File: src/rtl/sfq_and_driver.sv
// sfq_and_driver
// Stimulus driver and checker for a clocked SFQ AND cell. Turns a command
// stream into toggle-encoded pulses (one pulse = one level flip) on the
// cell's a, b and clock lines. It tracks the cell's stored-input state so
// that a second pulse on an input that is already stored is never issued,
// because that would put the cell into its error state. After every
// cell-clock pulse it compares the returned out level against its own
// prediction.
//
// Ports:
//   clk        system clock, rising edge
//   rst_n      synchronous active-low reset
//   cmd_valid  command present
//   cmd_ready  driver can accept a command (high only in IDLE)
//   cmd_op     00=pulse a, 01=pulse b, 10=pulse cell clock, 11=no-op
//   cmd_gap    idle cycles to insert after the command
//   a_o        toggle-encoded line to cell input a
//   b_o        toggle-encoded line to cell input b
//   sclk_o     toggle-encoded line to cell clock
//   dut_out    toggle-encoded cell output level
//   exp_state  model state: bit0 = a stored, bit1 = b stored
//   exp_out    predicted level of dut_out
//   err        sticky mismatch flag
//   err_cnt    saturating mismatch count
//   skip_cnt   saturating suppressed-pulse count
//   fire_cnt   saturating count of cell-clock pulses issued with a and b stored
//
// State | meaning
// IDLE  | waiting for a command, cmd_ready high
// GAP   | post-command idle time, counter holds remaining cycles
// CHECK | waiting for the cell output to settle before comparing
module sfq_and_driver #(
    parameter int GAP_W     = 4,
    parameter int CHECK_DLY = 3,
    parameter int CNT_W     = 8
) (
    input  logic             clk,
    input  logic             rst_n,
    input  logic             cmd_valid,
    output logic             cmd_ready,
    input  logic [1:0]       cmd_op,
    input  logic [GAP_W-1:0] cmd_gap,
    output logic             a_o,
    output logic             b_o,
    output logic             sclk_o,
    input  logic             dut_out,
    output logic [1:0]       exp_state,
    output logic             exp_out,
    output logic             err,
    output logic [CNT_W-1:0] err_cnt,
    output logic [CNT_W-1:0] skip_cnt,
    output logic [CNT_W-1:0] fire_cnt
);

    // One counter serves both CHECK and GAP, so it must hold either value.
    localparam int CW = (GAP_W > 4) ? GAP_W : 4;

    typedef enum logic [1:0] {
        IDLE  = 2'd0,
        GAP   = 2'd1,
        CHECK = 2'd2
    } state_t;

    state_t             state_q, state_d;
    logic [CW-1:0]      cnt_q, cnt_d;
    logic [GAP_W-1:0]   gap_q, gap_d;
    logic               a_d, b_d, sclk_d, out_d, err_d;
    logic [1:0]         st_d;
    logic [CNT_W-1:0]   err_cnt_d, skip_cnt_d, fire_cnt_d;

    function automatic logic [CNT_W-1:0] sat_inc(input logic [CNT_W-1:0] v);
        return (&v) ? v : v + 1'b1;
    endfunction

    assign cmd_ready = (state_q == IDLE);

    always_ff @(posedge clk) begin
        if (!rst_n) begin
            state_q   <= IDLE;
            cnt_q     <= '0;
            gap_q     <= '0;
            a_o       <= 1'b0;
            b_o       <= 1'b0;
            sclk_o    <= 1'b0;
            exp_state <= 2'b00;
            exp_out   <= 1'b0;
            err       <= 1'b0;
            err_cnt   <= '0;
            skip_cnt  <= '0;
            fire_cnt  <= '0;
        end else begin
            state_q   <= state_d;
            cnt_q     <= cnt_d;
            gap_q     <= gap_d;
            a_o       <= a_d;
            b_o       <= b_d;
            sclk_o    <= sclk_d;
            exp_state <= st_d;
            exp_out   <= out_d;
            err       <= err_d;
            err_cnt   <= err_cnt_d;
            skip_cnt  <= skip_cnt_d;
            fire_cnt  <= fire_cnt_d;
        end
    end

    always_comb begin
        state_d    = state_q;
        cnt_d      = cnt_q;
        gap_d      = gap_q;
        a_d        = a_o;
        b_d        = b_o;
        sclk_d     = sclk_o;
        st_d       = exp_state;
        out_d      = exp_out;
        err_d      = err;
        err_cnt_d  = err_cnt;
        skip_cnt_d = skip_cnt;
        fire_cnt_d = fire_cnt;

        case (state_q)
            IDLE: begin
                if (cmd_valid) begin
                    gap_d = cmd_gap;
                    case (cmd_op)
                        2'b00: begin
                            if (!exp_state[0]) begin
                                a_d     = ~a_o;
                                st_d[0] = 1'b1;
                            end else begin
                                skip_cnt_d = sat_inc(skip_cnt);
                            end
                        end
                        2'b01: begin
                            if (!exp_state[1]) begin
                                b_d     = ~b_o;
                                st_d[1] = 1'b1;
                            end else begin
                                skip_cnt_d = sat_inc(skip_cnt);
                            end
                        end
                        2'b10: begin
                            sclk_d = ~sclk_o;
                            // The cell only fires when both inputs are stored;
                            // either way the clock pulse empties it.
                            if (exp_state == 2'b11) begin
                                out_d      = ~exp_out;
                                fire_cnt_d = sat_inc(fire_cnt);
                            end
                            st_d    = 2'b00;
                            cnt_d   = CW'(CHECK_DLY);
                            state_d = CHECK;
                        end
                        default: ;
                    endcase
                    if (cmd_op != 2'b10 && cmd_gap != '0) begin
                        cnt_d   = CW'(cmd_gap);
                        state_d = GAP;
                    end
                end
            end
            CHECK: begin
                cnt_d = cnt_q - 1'b1;
                // Counter reaches zero on this edge: sample the cell output now.
                if (cnt_q == CW'(1)) begin
                    if (dut_out != exp_out) begin
                        err_d     = 1'b1;
                        err_cnt_d = sat_inc(err_cnt);
                    end
                    if (gap_q != '0) begin
                        cnt_d   = CW'(gap_q);
                        state_d = GAP;
                    end else begin
                        state_d = IDLE;
                    end
                end
            end
            GAP: begin
                cnt_d = cnt_q - 1'b1;
                if (cnt_q == CW'(1)) begin
                    state_d = IDLE;
                end
            end
            default: state_d = IDLE;
        endcase
    end

endmodule
File: config.mk
export PLATFORM = sky130hd
export DESIGN_NAME = sfq_and_driver
export DESIGN_NICKNAME = d
export VERILOG_FILES = /design/src/rtl/sfq_and_driver.sv
export SDC_FILE = /design/constraint.sdc
export NUM_CORES = 1
export LEC_CHECK = 0
export ABC_AREA = 1
export CAP_MARGIN = 10
export CORE_UTILIZATION = 40
export CTS_CLUSTER_DIAMETER = 30
export CTS_CLUSTER_SIZE = 12
export DETAILED_ROUTE_END_ITERATION = 10
export PLACE_DENSITY = 0.62
export SETUP_SLACK_MARGIN = 0.05
export SLEW_MARGIN = 20
export SYNTH_ARGS = -nofsm -noshare
export SYNTH_HDL_FRONTEND = slang
export SYNTH_SLANG_ARGS = --single-unit
File: constraint.sdc
create_clock -name clk -period 2 [get_ports clk]
set_input_delay 0.2 -clock clk [delete_from_list [all_inputs] [get_ports clk]]
set_output_delay 0.2 -clock clk [all_outputs]
set_load 0.02 [all_outputs]
# Word-level counts from Yosys, hierarchy flattened
# Index checks and enable logic that the tools add are counted.
# W data, S select, Z words.
# word_totals
rom_bits	0
input_bits	10
mem_bits_rw	0
word_cells	83
latchBits	0
ff_bits	41
output_inout_bits	32
mem_count	0
# op_classes
n_mul	0
n_bitwise	8
muxes	19
eq_ne	14
reduce_logical	25
order_cmp	0
addsub	4
n_div	0
n_shift	0
# op_table
operator	count
$add A8 B1 Y8 const B	3
$mux W8	3
$reduce_and A8 Y1	3
$mux W4	5
$reduce_and A4 Y1	5
$pmux W8 S2	1
$reduce_and A3 Y1	5
$ne A2 B2 Y1 const B	6
$pmux W4 S3	1
$mux W2	5
$reduce_and A5 Y1	2
$not A1 Y1	8
$reduce_bool A4 Y1	2
$eq A2 B2 Y1 const B	3
$pmux W2 S3	1
$reduce_bool A2 Y1	3
$eq A2 B1 Y1 const B	2
$eq A4 B1 Y1 const B	1
$logic_not A2 Y1	2
$pmux W1 S2	2
$sub A4 B1 Y4 const B	1
$ne A3 B1 Y1 const B	1
$reduce_bool A3 Y1	1
$reduce_and A2 Y1	1
3 further kinds	3

# Depth between registers and ports, before layout
# depth
depth_word	5
ltp_mapped	10
ltp_nobuf	10

# Worst setup path before layout
# Ideal clock, no wire load.
# synth_path
path_type	reg2reg
start	reg state_q[0]
end	reg fire_cnt[2]
required_time_ns	1.881
path_stages_with_launch	10
arrival_time_ns	1.502
n_path_buf	0
synth_period_minus_slack_ns	1.622
path_slack_ns	0.378
setup_ns	0.119
path_cell_list	dfxtp_1 inv_1 ha_1 nand2_4 inv_6 nand2_4 nor3_4 nand2_4 o21ai_0 a21oi_1
# synth_via
elab_chain_len	2
# synth_rtl
item	line_no	text
from (decl)	64	state_t state_q, state_d;
from (signal assigned)	92	state_q <= state_d;
$logic_not A2 Y1	-	
named net cmd_ready	40	output logic cmd_ready,
$reduce_and A5 Y1 (no line)	-	
to (signal assigned)	103	fire_cnt <= fire_cnt_d;
to (decl)	52	output logic [CNT_W-1:0] fire_cnt
# The timed path passes the listed nets, and every way through them passes these cells.
# A chain may end at the register's enable or synchronous reset.

# Worst setup path in the final report
# layout_path
start	reg state_q[0]
end	reg fire_cnt[5]
# layout_via
elab_chain_len	2
# layout_rtl
item	line_no	text
$logic_not A2 Y1	121	case (state_q)
$reduce_and A5 Y1 (no line)	-	
# Every way passes these cells.

==> out/qor.txt <==
Status: complete, no violations
Met3 routed WL: 222 µm
Final ANT Viol Nets: 0
Full die area: 6111 µm²
Worst setup SP type: flip-flop
First-pass GRT wire length: 8638 µm
R2R depth: 10
Fmax: 591.2 MHz
Highest metal used: met4
Drt initial violations: 140
Layout cells sized above 1: 0.08594
Placed cell count: 448
R2r endpoint: fire_cnt[5]
Cell family with most CP delay: simple AND/OR/NAND/NOR gates
Reg-to-reg startpoint: state_q[0]
CTS Sinks: 41
Final setup fails: 0
Overall Power: 2.451 mW
Commonest non-fill, non-tap cell in the layout: nand2_1
DRC viols: 0
Worst Hold End: err
Mapped Cells: 333
Sequential share of the synthesized area: 0.3536
Detailed Route WL: 5207 µm
Die H: 78.18 µm
Register area: 820.8 µm²
MaxCap Viol Count: 0
Core area: 5540 µm²
RSZ-0062 raised after global routing: no
Synth unique cells: 31
Placed inst area: 2844 µm²
Vias in the first global route: 1893
Routed via count: 2184
Slowest cell on crit path: dfxtp_1
Worst-Skew Late Latency: 300 ps
Worst Path Buf+Inv: 3
Total global-route track usage: 0.1786
Hold path startpoint: err
Core Rows: 27
Area of the multi-input gates: 1319 µm²
Most used cell, CP: nand2_4
Post-DP HPWL: 3804 µm
Clock-pin slew on the worst setup and hold paths: 90 ps
Ys Warns: 0
Slew margin rel.: 0.7415
Commonest non-fill, non-tap cells in the layout: nand2_1, dfxtp_1, clkdlybuf4s50_1
Drt pass-1 iters: 4
Cell Area, Synth: 2321 µm²
Least-Margin Pin Slew: 383.7 ps
Final RePlAce weighted congestion: 0.8289
Final Cycle Share: 0.8458
Initial Util: 0.4189
Chip width: 78.18 µm
CTS Buf Count: 5
Vias per cell: 4.789
Data required, critical path: 2230 ps
Hold depth: 2
Wl on met1: 2642 µm
Mapped Avg Cell Area: 6.970 µm²
PD cells: 835.1 nW/µm²
Gr ovfl total: 0
Final instance area: 2935 µm²
Max VDD drop: 0.0003395 V
Post-synth net total: 355
I/O Pins: 42
Setup_tns: 0 ps
Worst Path Max Fanout: 9
Crit-path max cell delay: 330 ps
R2R Setup Slk: 310 ps
Final Util: 0.5298
Critical path type: flip-flop to flip-flop
Area growth, synth to finish: 26.47%
Met2 wire len: 2282 µm
DP Worst Slack: 155.3 ps
CTS tree: built
Final hold slack: 450.6 ps
Clk buf depth: 2
CTS Root Cell: clkbuf_8
Hold Vio Cnt, Final: 0
Initial antenna violation count: 0
NumNets Final: 405
Final setup margin: 308.5 ps
Layout filler cell count: 561
Crit path DAT: 1920 ps
Final Non-Filler Cells: 456
Largest net degree at the start of global routing: 17
Drt wl/cell: 11.42 µm
Critical-path cell list: inv_1 -> ha_2 -> nand2_4 -> inv_6 -> nand2_4 -> nor3_4 -> nand2_4 -> clkinv_4 -> nand2_1 -> a21oi_1
LEAKAGE: 1.211 nW
Minimum clock period: 1692 ps
#FFs+latches synth: 41
Min-delay worst type: flip-flop to flip-flop
CTS H-tree depth: 2
Final Skew: 8.032 ps
Critical path capture point type: flip-flop
Slew Limit Fails: 0
# port buffers: 41
ANT cells: 0
==> cells in the mapped netlist <==
library cell,count,share of area
clkinv_1,1,0.0016
inv_1,34,0.055
a21oi_2,3,0.011
nand4_1,5,0.013
clkbuf_1,3,0.0049
nor2_1,37,0.060
a221oi_1,1,0.0038
nand2_1,87,0.14
nand2_2,3,0.0081
inv_2,2,0.0032
and3_1,1,0.0027
a21oi_1,31,0.067
nor3_1,2,0.0043
ha_1,12,0.065
inv_6,1,0.0038
clkinv_4,1,0.0038
clkinv_2,1,0.0022
a211oi_1,1,0.0032
xnor2_1,10,0.038
buf_6,1,0.0049
nand3b_1,2,0.0065
nand3_1,23,0.050
nor2_4,1,0.0049
nor3_4,1,0.0070
o21ai_1,1,0.0022
xor2_1,8,0.030
or2_2,1,0.0027
nand2_4,3,0.015
dfxtp_1,41,0.35
o21ai_0,14,0.030
nor2_2,1,0.0027
==> sequential cells by signal (all words and copies together), names as in the netlist <==
register and cells:
cnt_q 4, gap_q 4, err_cnt 8, sclk_o 1
state_q 2, err 1, fire_cnt 8, exp_out 1
skip_cnt 8, b_o 1, exp_state 2, a_o 1
==> cell families after synthesis <==
| group | share of synthesized area |
|---|---|
| AND/OR/NAND/NOR | 0.3170 |
| AO/OA/AOI/OAI | 0.1175 |
| buffers and inverters | 0.07924 |
| flip-flops | 0.3536 |
| XOR/XNOR | 0.06792 |
| adder cells (fa/ha/maj) | 0.06469 |
==> tightest hold or removal path: stages, from the launching register on <==
cell and delay [ps]:
dfxtp_1 310, inv_1 40, a21oi_1 50
==> power breakdown <==
part	switching, mW	internal (mW)
Combinational	0.568	0.355
Sequential	0.0750	0.904
Clock	0.308	0.241
Total	0.951	1.50
==> worst max-delay path by stage <==
stage	start	endpoint	slack, ps	cells past startpoint
2_1_floorplan	state_q[0]	fire_cnt[2]	380	9
6_report	state_q[0]	fire_cnt[5]	310	10
4_1_cts	state_q[0]	cmd_ready	90	3
3_5_place_dp	cmd_op[0]	cnt_q[1]	160	9
5_1_grt	state_q[0]	fire_cnt[5]	130	10
3_3_place_gp	cmd_op[0]	cnt_q[3]	220	9
==> metal layers <==
layer,track usage,vias to the layer above
met3,0.04535,7
met4,0.05000,0
met1,0.2382,976
met2,0.2842,37
li1,-,1164
met5,0,-
==> area by class of cell <==
type | instances | area share
Tap cell | 72 | 0.03069
Sequential cell | 41 | 0.2796
Clock inverter | 3 | 0.005968
Timing Repair Buffer | 47 | 0.1560
Clock buffer | 5 | 0.02344
Inverter | 40 | 0.05499
Multi-Input combinational cell | 248 | 0.4493
==> repair_timing <==
item / 4_1_cts / 5_1_grt
hold buffers: 0 / 0
setup buffers: 0 / 0
endpoints found under the hold margin: 0 / 0
endpoints found under the setup margin: 0 / 2
gates resized for setup: 0 / 2
No activity file was read; power rests on OpenSTA's default activity.
